===== src/rtl/router_rx_pkg.sv =====
// Shared types and helpers for the router input-port receiver.
package router_rx_pkg;

  typedef enum logic [2:0] {
    IDLE,
    ADDR,
    PAD,
    DATA,
    DROP
  } rx_state_e;

  typedef enum logic [2:0] {
    ERR_NONE    = 3'd0,
    ERR_SHORT   = 3'd1,
    ERR_PAD     = 3'd2,
    ERR_PARTIAL = 3'd3,
    ERR_PROTO   = 3'd4,
    ERR_LONG    = 3'd5
  } rx_err_e;

  // Counter width able to index 0..n-1, never narrower than one bit.
  function automatic int unsigned cnt_width(input int unsigned n);
    return (n > 1) ? $clog2(n) : 1;
  endfunction

endpackage


===== src/rtl/router_sipo.sv =====
// Serial-in/parallel-out shift register, LSB first, with bit counter.
// word presents the completed word combinationally in the cycle whose
// shift fills it, so the caller can register it alongside word_done.
module router_sipo
  import router_rx_pkg::*;
#(
  parameter int W = 8
) (
  input  logic         clock,
  input  logic         reset_n,
  input  logic         shift_en,
  input  logic         clear,
  input  logic         din,
  output logic [W-1:0] word,
  output logic         word_done
);

  localparam int CW = cnt_width(W);

  logic [CW-1:0] bit_cnt;

  assign word_done = shift_en && (bit_cnt == CW'(W - 1));

  // Bit position within the current word; wraps after the final bit.
  always_ff @(posedge clock or negedge reset_n) begin
    if (!reset_n) begin
      bit_cnt <= '0;
    end else if (clear || word_done) begin
      bit_cnt <= '0;
    end else if (shift_en) begin
      bit_cnt <= bit_cnt + 1'b1;
    end
  end

  if (W == 1) begin : g_single
    assign word = din;
  end else begin : g_multi
    // Only W-1 bits are stored: the newest bit comes straight from din.
    logic [W-2:0] sr;

    assign word = {din, sr};

    // Shift right so the first received bit ends up at bit 0.
    always_ff @(posedge clock or negedge reset_n) begin
      if (!reset_n) begin
        sr <= '0;
      end else if (clear) begin
        sr <= '0;
      end else if (shift_en) begin
        sr <= word[W-1:1];
      end
    end
  end

endmodule


===== src/rtl/router_port_rx.sv =====
// Serial packet receiver for one router input port: address, pad,
// valid_n-qualified payload bytes, protocol error reporting.
module router_port_rx
  import router_rx_pkg::*;
#(
  parameter  int N_PORTS    = 16,
  parameter  int PAD_CYCLES = 5,
  parameter  int BYTE_W     = 8,
  parameter  int MAX_BYTES  = 64,
  localparam int ADDR_W     = $clog2(N_PORTS)
) (
  input  logic              clock,
  input  logic              reset_n,
  input  logic              din,
  input  logic              frame_n,
  input  logic              valid_n,
  output logic              hdr_valid,
  output logic [ADDR_W-1:0] hdr_dest,
  output logic              byte_valid,
  output logic [BYTE_W-1:0] byte_data,
  output logic              byte_last,
  output logic              err_valid,
  output logic [2:0]        err_code
);

  localparam int PC_W = cnt_width(PAD_CYCLES);
  localparam int BC_W = $clog2(MAX_BYTES + 1);

  rx_state_e         state, state_d;
  logic [PC_W-1:0]   pad_cnt, pad_cnt_d;
  logic [BC_W-1:0]   byte_cnt, byte_cnt_d;
  logic              at_max;

  logic              addr_shift, addr_clear, addr_done;
  logic [ADDR_W-1:0] addr_word;
  logic              data_shift, data_clear, data_done;
  logic [BYTE_W-1:0] data_word;

  logic              hdr_valid_d, byte_valid_d, byte_last_d, err_valid_d;
  logic [ADDR_W-1:0] hdr_dest_d;
  logic [BYTE_W-1:0] byte_data_d;
  rx_err_e           err_q, err_d;

  assign at_max     = (byte_cnt == BC_W'(MAX_BYTES));
  assign addr_shift = !frame_n && (state == IDLE || state == ADDR);
  assign data_shift = (state == DATA) && !valid_n && !at_max;
  // Clearing whenever the field is not continuing also recovers the bit
  // counters after an aborted field, so back-to-back frames start clean.
  assign addr_clear = (state_d != ADDR);
  assign data_clear = (state_d != DATA);

  router_sipo #(.W(ADDR_W)) u_addr_sipo (
    .clock     (clock),
    .reset_n   (reset_n),
    .shift_en  (addr_shift),
    .clear     (addr_clear),
    .din       (din),
    .word      (addr_word),
    .word_done (addr_done)
  );

  router_sipo #(.W(BYTE_W)) u_data_sipo (
    .clock     (clock),
    .reset_n   (reset_n),
    .shift_en  (data_shift),
    .clear     (data_clear),
    .din       (din),
    .word      (data_word),
    .word_done (data_done)
  );

  // Next-state and next-output decode for the receive FSM.
  always_comb begin
    state_d      = state;
    pad_cnt_d    = '0;
    byte_cnt_d   = byte_cnt;
    hdr_valid_d  = 1'b0;
    hdr_dest_d   = hdr_dest;
    byte_valid_d = 1'b0;
    byte_data_d  = byte_data;
    byte_last_d  = 1'b0;
    err_valid_d  = 1'b0;
    err_d        = err_q;

    unique case (state)
      IDLE: begin
        if (!frame_n) begin
          // addr_done here only when the address is a single bit.
          if (addr_done) begin
            hdr_valid_d = 1'b1;
            hdr_dest_d  = addr_word;
            state_d     = PAD;
          end else begin
            state_d = ADDR;
          end
        end
      end
      ADDR: begin
        if (frame_n) begin
          err_valid_d = 1'b1;
          err_d       = ERR_SHORT;
          state_d     = IDLE;
        end else if (addr_done) begin
          hdr_valid_d = 1'b1;
          hdr_dest_d  = addr_word;
          state_d     = PAD;
        end
      end
      PAD: begin
        if (frame_n) begin
          err_valid_d = 1'b1;
          err_d       = ERR_SHORT;
          state_d     = IDLE;
        end else if (!valid_n) begin
          err_valid_d = 1'b1;
          err_d       = ERR_PAD;
          state_d     = DROP;
        end else if (pad_cnt == PC_W'(PAD_CYCLES - 1)) begin
          state_d = DATA;
        end else begin
          pad_cnt_d = pad_cnt + 1'b1;
        end
      end
      DATA: begin
        if (!valid_n) begin
          if (at_max) begin
            // Frame already closing: nothing left to drop.
            err_valid_d = 1'b1;
            err_d       = ERR_LONG;
            state_d     = frame_n ? IDLE : DROP;
          end else if (data_done) begin
            byte_valid_d = 1'b1;
            byte_data_d  = data_word;
            byte_cnt_d   = byte_cnt + 1'b1;
            if (frame_n) begin
              byte_last_d = 1'b1;
              state_d     = IDLE;
            end
          end else if (frame_n) begin
            err_valid_d = 1'b1;
            err_d       = ERR_PARTIAL;
            state_d     = IDLE;
          end
        end else if (frame_n) begin
          err_valid_d = 1'b1;
          err_d       = ERR_PROTO;
          state_d     = IDLE;
        end
      end
      DROP: begin
        if (frame_n) begin
          state_d = IDLE;
        end
      end
      default: begin
        state_d = IDLE;
      end
    endcase

    if (state_d != DATA) begin
      byte_cnt_d = '0;
    end
  end

  // State, counters and registered outputs.
  always_ff @(posedge clock or negedge reset_n) begin
    if (!reset_n) begin
      state      <= IDLE;
      pad_cnt    <= '0;
      byte_cnt   <= '0;
      hdr_valid  <= 1'b0;
      hdr_dest   <= '0;
      byte_valid <= 1'b0;
      byte_data  <= '0;
      byte_last  <= 1'b0;
      err_valid  <= 1'b0;
      err_q      <= ERR_NONE;
    end else begin
      state      <= state_d;
      pad_cnt    <= pad_cnt_d;
      byte_cnt   <= byte_cnt_d;
      hdr_valid  <= hdr_valid_d;
      hdr_dest   <= hdr_dest_d;
      byte_valid <= byte_valid_d;
      byte_data  <= byte_data_d;
      byte_last  <= byte_last_d;
      err_valid  <= err_valid_d;
      err_q      <= err_d;
    end
  end

  assign err_code = err_q;

endmodule


===== config.mk =====
export PLATFORM = sky130hd
export DESIGN_NAME = router_port_rx
export DESIGN_NICKNAME = d
export VERILOG_FILES = /design/src/rtl/router_rx_pkg.sv /design/src/rtl/router_sipo.sv /design/src/rtl/router_port_rx.sv
export SDC_FILE = /design/constraint.sdc
export NUM_CORES = 1
export LEC_CHECK = 0
export ABC_CLOCK_PERIOD_IN_PS = 2620
export CAP_MARGIN = 10
export CORE_ASPECT_RATIO = 1.1
export CORE_MARGIN = 2
export CORE_UTILIZATION = 55
export DETAILED_ROUTE_END_ITERATION = 7
export PLACE_DENSITY = 0.74
export REMOVE_ABC_BUFFERS = 1
export SYNTH_ARGS = -nofsm -noshare
export SYNTH_HDL_FRONTEND = slang
export SYNTH_SLANG_ARGS = --single-unit

===== constraint.sdc =====
create_clock -name clock -period 2.62 [get_ports clock]
set_clock_uncertainty 0.2 [all_clocks]
set_input_delay 0.524 -clock clock [delete_from_list [all_inputs] [get_ports clock]]
set_output_delay 0.524 -clock clock [all_outputs]
set_load 0.02 [all_outputs]

==> flow_metrics.tcl, run 1 <==
set metrics [dict create \
    maxSlewHeadroom_pct 60.2 \
    firstDrtPassIters 4 \
    cts.path.max_buffers 2 \
    finalSetupTns_ns 0 \
    areaGrowthSynthToFinish_pct 18.6 \
    synth_area_leaders "dfrtp_1 (54%), mux2i_1 (4.6%), mux2_4 (4.2%), nor2_1 (4.2%), ha_1 (4.0%)" \
    syn_area_um2 2170 \
    via_per_inst 5.38 \
    h-tree-depth 2 \
    place_inst 260 \
    die_h_um 69.9 \
    total_power_mw 1.59 \
    final_cell_mix "dfrtp_1 (47), nor2_1 (24), clkdlybuf4s50_1 (22)" \
    pin_count 24 \
    synth.largest_area_cell "dfrtp_1" \
    final_layout_size_suffix_gt1_share_pct 14.2 \
    p_per_area_nw_per_um2 618 \
    vdd_drop_max_uv 451 \
    start_util_pct 58.4 \
    crit_path_start_kind "flop" \
    ys_seq_elements 47 \
    syn-instance-count 190 \
    cts_sinks 47 \
    grt_first_pass_wirelength_mm 6.89 \
    status "finished, final reports clean" \
    fp.dieW_um 63.9 \
    place_area_um2 2460 \
    setup_viol 0 \
    grt_usage_pct 19.9 \
    path_max_fanout 12 \
    place_ws_ns 0.210 \
    overflow 0 \
    cts-root-buf "clkbuf_8" \
    num_vias 1443 \
    post_cts_buffers 0 \
    p_leak_nw 1.16 \
    drt_iter0_drc 166 \
    cap_violations 0 \
    dieArea_um2 4460 \
    cts_resized 0 \
    avgSynthCellArea_um2 11.4 \
    finalInstanceArea_um2 2570 \
    dp_hpwl_mm 2.76 \
    slew_viol_final 0 \
    final_util_pct 69.3 \
    critPathRequiredTime_ns 2.61 \
    synth.top_cell.area_share_pct 54.2 \
    antenna_found_initial 0 \
    tightest_slew_ns 0.597 \
    rsz0062_at_grt "false" \
    io_buffers 23 \
    fin_cells 268 \
    fin_ws_ns 0.212 \
    ys_types 38 \
    drtAntennaViolNets 0 \
    ctsHoldBuffers 0 \
    cts_made_buffers 5 \
    fmax_ghz 0.415 \
    wl_mm 4.01 \
    grt_pass1_vias 1415 \
    whs_ns 0.111 \
    synth_seq_area_share_pct 54.2 \
    cp_data_arrival_time_ns 2.40 \
    insertion_delay_ns 0.30 \
    core.rowCount 23 \
    layout_commonest_cell "dfrtp_1" \
    wire_per_inst_um 15.0 \
    antenna_cells 0 \
    fin_nets 229 \
    regToRegSetupSlack_ns 0.21 \
    hold_viol_final 0 \
    yosys_warnings 0 \
    core-area_um2 3710 \
    layout_worst_path_cycle_share_pct 91.9 \
    grt_max_degree 48 \
    timing.final.crit_period_ns 2.41 \
    criticalPathCategory "flop to flop" \
    gp_congestion 0.794 \
    hold_path.class "input pin to asynchronous set/reset pin" \
    tritoncts "built" \
    drc 0 \
    clk_pin_slew_worst_paths_ns 0.09 \
    crit_path_end_kind "flop" \
]
where the power goes:
| group | leakage [nW] | internal [mW] | switching [mW] |
|---|---|---|---|
| sequential | 0.640 | 0.773 | 0.0355 |
| clock | 0.0587 | 0.289 | 0.254 |
| combinational | 0.459 | 0.117 | 0.121 |
area by class of cell:
cell class,instances,area [um2]
Inverter,10,37.5
Timing Repair Buffer,31,298
Clock inverter,3,47.5
Clock buffer,5,68.8
Sequential cell,47,1180
Multi-Input combinational cell,122,882
Tap cell,50,62.6
Fill cell,279,1140
per-layer routing:
| metal | vias up | part of all wire [%] | GRT usage [%] |
|---|---|---|---|
| met2 | 28 | 48 | 30.7 |
| met3 | 4 | 3.7 | 4.67 |
| li1 | 700 | - | - |
| met1 | 711 | 47 | 27.3 |
| met4 | 0 | 1.0 | 7.25 |
| met5 | - | 0 | 0 |
cell families after synthesis:
logic type | after synthesis | share of synthesized area, %
buffers and inverters | 21 | 5.13
AND/OR/NAND/NOR | 66 | 15.5
flip-flops | 47 | 54.2
AO/OA/AOI/OAI | 21 | 6.81
multiplexers | 22 | 11.9
XOR/XNOR | 6 | 2.42
adder cells (fa/ha/maj) | 7 | 4.04
Yosys cell counts (all sizes together):
cell type   n
nand4       3
dfrtp      47
nand4bb     1
nor2       24
xnor2       6
a31oi       2
a32o        1
nor4        1
mux2       12
nand3b      2
nor2b       2
nand3       6
a211o       3
a21oi       8
inv        10
o22ai       1
nor4bb      1
a311oi      1
o21a        1
nand2b      5
and2        6
ha          7
nor3        3
clkbuf      3
a211oi      2
a21bo       1
o21ai       1
mux2i      10
and4b       1
or3         1
nand2       8
buf         8
and3        2
flip-flops by register name, indices dropped and copies added (netlist names):
signal / flops
u_addr_sipo.bit_cnt: 2
state: 3
byte_data: 8
pad_cnt: 3
hdr_dest: 4
err_valid: 1
hdr_valid: 1
err_code: 3
u_data_sipo.bit_cnt: 3
u_data_sipo.g_multi.sr: 7
byte_last: 1
byte_valid: 1
u_addr_sipo.g_multi.sr: 3
byte_cnt: 7
final timing paths:
path,cells after the start,startpoint,end
min in group clock,1,u_addr_sipo.bit_cnt[0],u_addr_sipo.bit_cnt[0]
worst min-delay path,2,reset_n,byte_cnt[5]
worst min register to register,1,u_addr_sipo.bit_cnt[0],u_addr_sipo.bit_cnt[0]
worst max register to register,5,byte_cnt[0],byte_data[7]
max in group asynchronous,2,reset_n,state[0]
worst max-delay path,5,byte_cnt[0],byte_data[7]
worst max-delay path: stages (launching register included):
cell,delay [ns]
dfrtp_1,0.41
inv_1,0.10
ha_1,0.16
nor4bb_1,0.45
a211o_1,0.58
mux2_2,0.40
No activity file was read; power rests on OpenSTA's default activity.
==> run 2, diff against run 1 <==
--- a/config.mk
+++ b/config.mk
@@ -13,6 +13,7 @@
 export DETAILED_ROUTE_END_ITERATION = 7
 export PLACE_DENSITY = 0.74
 export REMOVE_ABC_BUFFERS = 1
+export SLEW_MARGIN = 20
 export SYNTH_ARGS = -nofsm -noshare
 export SYNTH_HDL_FRONTEND = slang
 export SYNTH_SLANG_ARGS = --single-unit
==> results of run 2 <==
Same layout as run 1: the final DEF is identical, and so are final timing and power.
==> run 3, diff against run 2 <==
--- a/config.mk
+++ b/config.mk
@@ -7,9 +7,11 @@
 export LEC_CHECK = 0
 export ABC_CLOCK_PERIOD_IN_PS = 2620
 export CAP_MARGIN = 10
+export CELL_PAD_IN_SITES_DETAIL_PLACEMENT = 1
+export CELL_PAD_IN_SITES_GLOBAL_PLACEMENT = 2
 export CORE_ASPECT_RATIO = 1.1
 export CORE_MARGIN = 2
-export CORE_UTILIZATION = 55
+export CORE_UTILIZATION = 37
 export DETAILED_ROUTE_END_ITERATION = 7
 export PLACE_DENSITY = 0.74
 export REMOVE_ABC_BUFFERS = 1
==> flow_metrics.tcl, run 3 (same netlist as run 1, synthesis figures left out) <==
set metrics [dict create \
    grt_usage_pct 15.1 \
    antenna_cells 0 \
    tritoncts "built" \
    insertion_delay_ns 0.29 \
    slowest_delay_ns 0.58 \
    crit_path_start_kind "flop" \
    layout_worst_path_cycle_share_pct 88.8 \
    grt_first_pass_wirelength_mm 7.97 \
    cp_slowest_cell "a211o_1" \
    gp_congestion 0.770 \
    p_leak_nw 1.14 \
    firstDrtPassIters 4 \
    regMostFlops "byte_data" \
    vdd_drop_max_uv 315 \
    critPathRequiredTime_ns 2.60 \
    p_per_area_nw_per_um2 577 \
    drt_iter0_drc 47 \
    timing.rr.end "byte_data[3]" \
    layout_commonest_cell "dfrtp_1" \
    finalSetupTns_ns 0 \
    cp_data_arrival_time_ns 2.30 \
    status "finished, final reports clean" \
    dieArea_um2 6490 \
    maxSlewHeadroom_pct 44.3 \
    seqCellArea_um2 1180 \
    slew_viol_final 0 \
    largest_reg_flops 8 \
    die_h_um 84.3 \
    total_power_mw 1.49 \
    rsz0062_at_grt "false" \
    crit_path_end_kind "flop" \
    cts_resized 0 \
    cts-root-buf "clkbuf_8" \
    io_buffers 23 \
    setup_viol 0 \
    cap_violations 0 \
    drc 0 \
    via_per_inst 4.99 \
    fp.dieW_um 77.0 \
    top_regs "byte_data x8, byte_cnt x7, u_data_sipo.g_multi.sr x7" \
    core-area_um2 5730 \
    drtAntennaViolNets 0 \
    grt_max_degree 38 \
    core.rowCount 29 \
    dp_hpwl_mm 3.19 \
    hold_path.class "input pin to asynchronous set/reset pin" \
    final_layout_size_suffix_gt1_share_pct 13.4 \
    criticalPathCategory "flop to flop" \
    multi_input_area_um2 882 \
    crit_family "compound AO/OA/AOI/OAI gates" \
    clk_pin_slew_worst_paths_ns 0.08 \
    grt_pass1_vias 1643 \
    cts_made_buffers 5 \
    num_vias 1466 \
    antenna_found_initial 0 \
    wl_mm 4.40 \
    critical_path_buf_inv_count 1 \
    timing.final.crit_period_ns 2.33 \
    regToRegSetupSlack_ns 0.29 \
    pin_count 24 \
    overflow 0 \
    fmax_ghz 0.430 \
    fillCellCount 653 \
    areaGrowthSynthToFinish_pct 18.8 \
    r2r_start "byte_cnt[0]" \
    r2r_cells 5 \
    post_cts_buffers 0 \
    path_max_fanout 12 \
    start_util_pct 37.8 \
    fin_nets 228 \
    path_cells "inv_1 -> ha_1 -> nor4bb_1 -> a211o_1 -> mux2_2" \
    tightest_slew_ns 0.836 \
    cts.path.max_buffers 2 \
    hold_viol_final 0 \
    final_cell_mix "dfrtp_1 (47), nor2_1 (24), clkdlybuf4s50_1 (22)" \
    wire_per_inst_um 15.0 \
    cts_sinks 47 \
    ctsHoldBuffers 0 \
    h-tree-depth 2 \
]
run 3: worst max path at each step:
stage	start	endpoint	slack [ns]	cells past startpoint
2_1_floorplan	byte_cnt[0]	byte_cnt[0]	0.18	6
3_3_place_gp	valid_n	byte_data[5]	0.20	4
6_report	byte_cnt[0]	byte_data[3]	0.29	5
4_1_cts	byte_cnt[0]	byte_data[7]	0.26	5
3_5_place_dp	frame_n	hdr_dest[0]	0.13	4
5_1_grt	byte_cnt[0]	byte_data[3]	0.16	5
run 3: layout make-up:
type,count,area share [%]
multi-input combinational,122,34.2
inverter,10,1.46
timing repair buffer,30,11.3
tap,77,3.74
clock buffer,7,3.35
sequential,47,45.6
clock inverter,1,0.340
run 3: where the power goes:
part	leakage [nW]	internal, mW	switching [mW]
combinational	0.455	0.115	0.120
sequential	0.640	0.773	0.0356
clock	0.0484	0.216	0.228
total	1.14	1.10	0.383
run 3: per-layer routing:
layer	track usage, %	share of wire, %
met3	2.47	2.2
met4	4.38	0.55
met1	20.2	47
met5	0	0
met2	25.4	51
run 3: per-stage QoR:
step           instances  hold WS, ns  util, %  setup WS [ns]  cell area [um2]
6_report             294        0.124     45.0          0.295             2580
5_1_grt              294        0.182     45.0          0.162             2580
4_1_cts              294        0.155     45.0          0.258             2580
3_5_place_dp         286        0.234     43.3          0.126             2480
3_3_place_gp         286        0.219     43.3          0.200             2480
2_1_floorplan        179       0.0284        -          0.177             2100
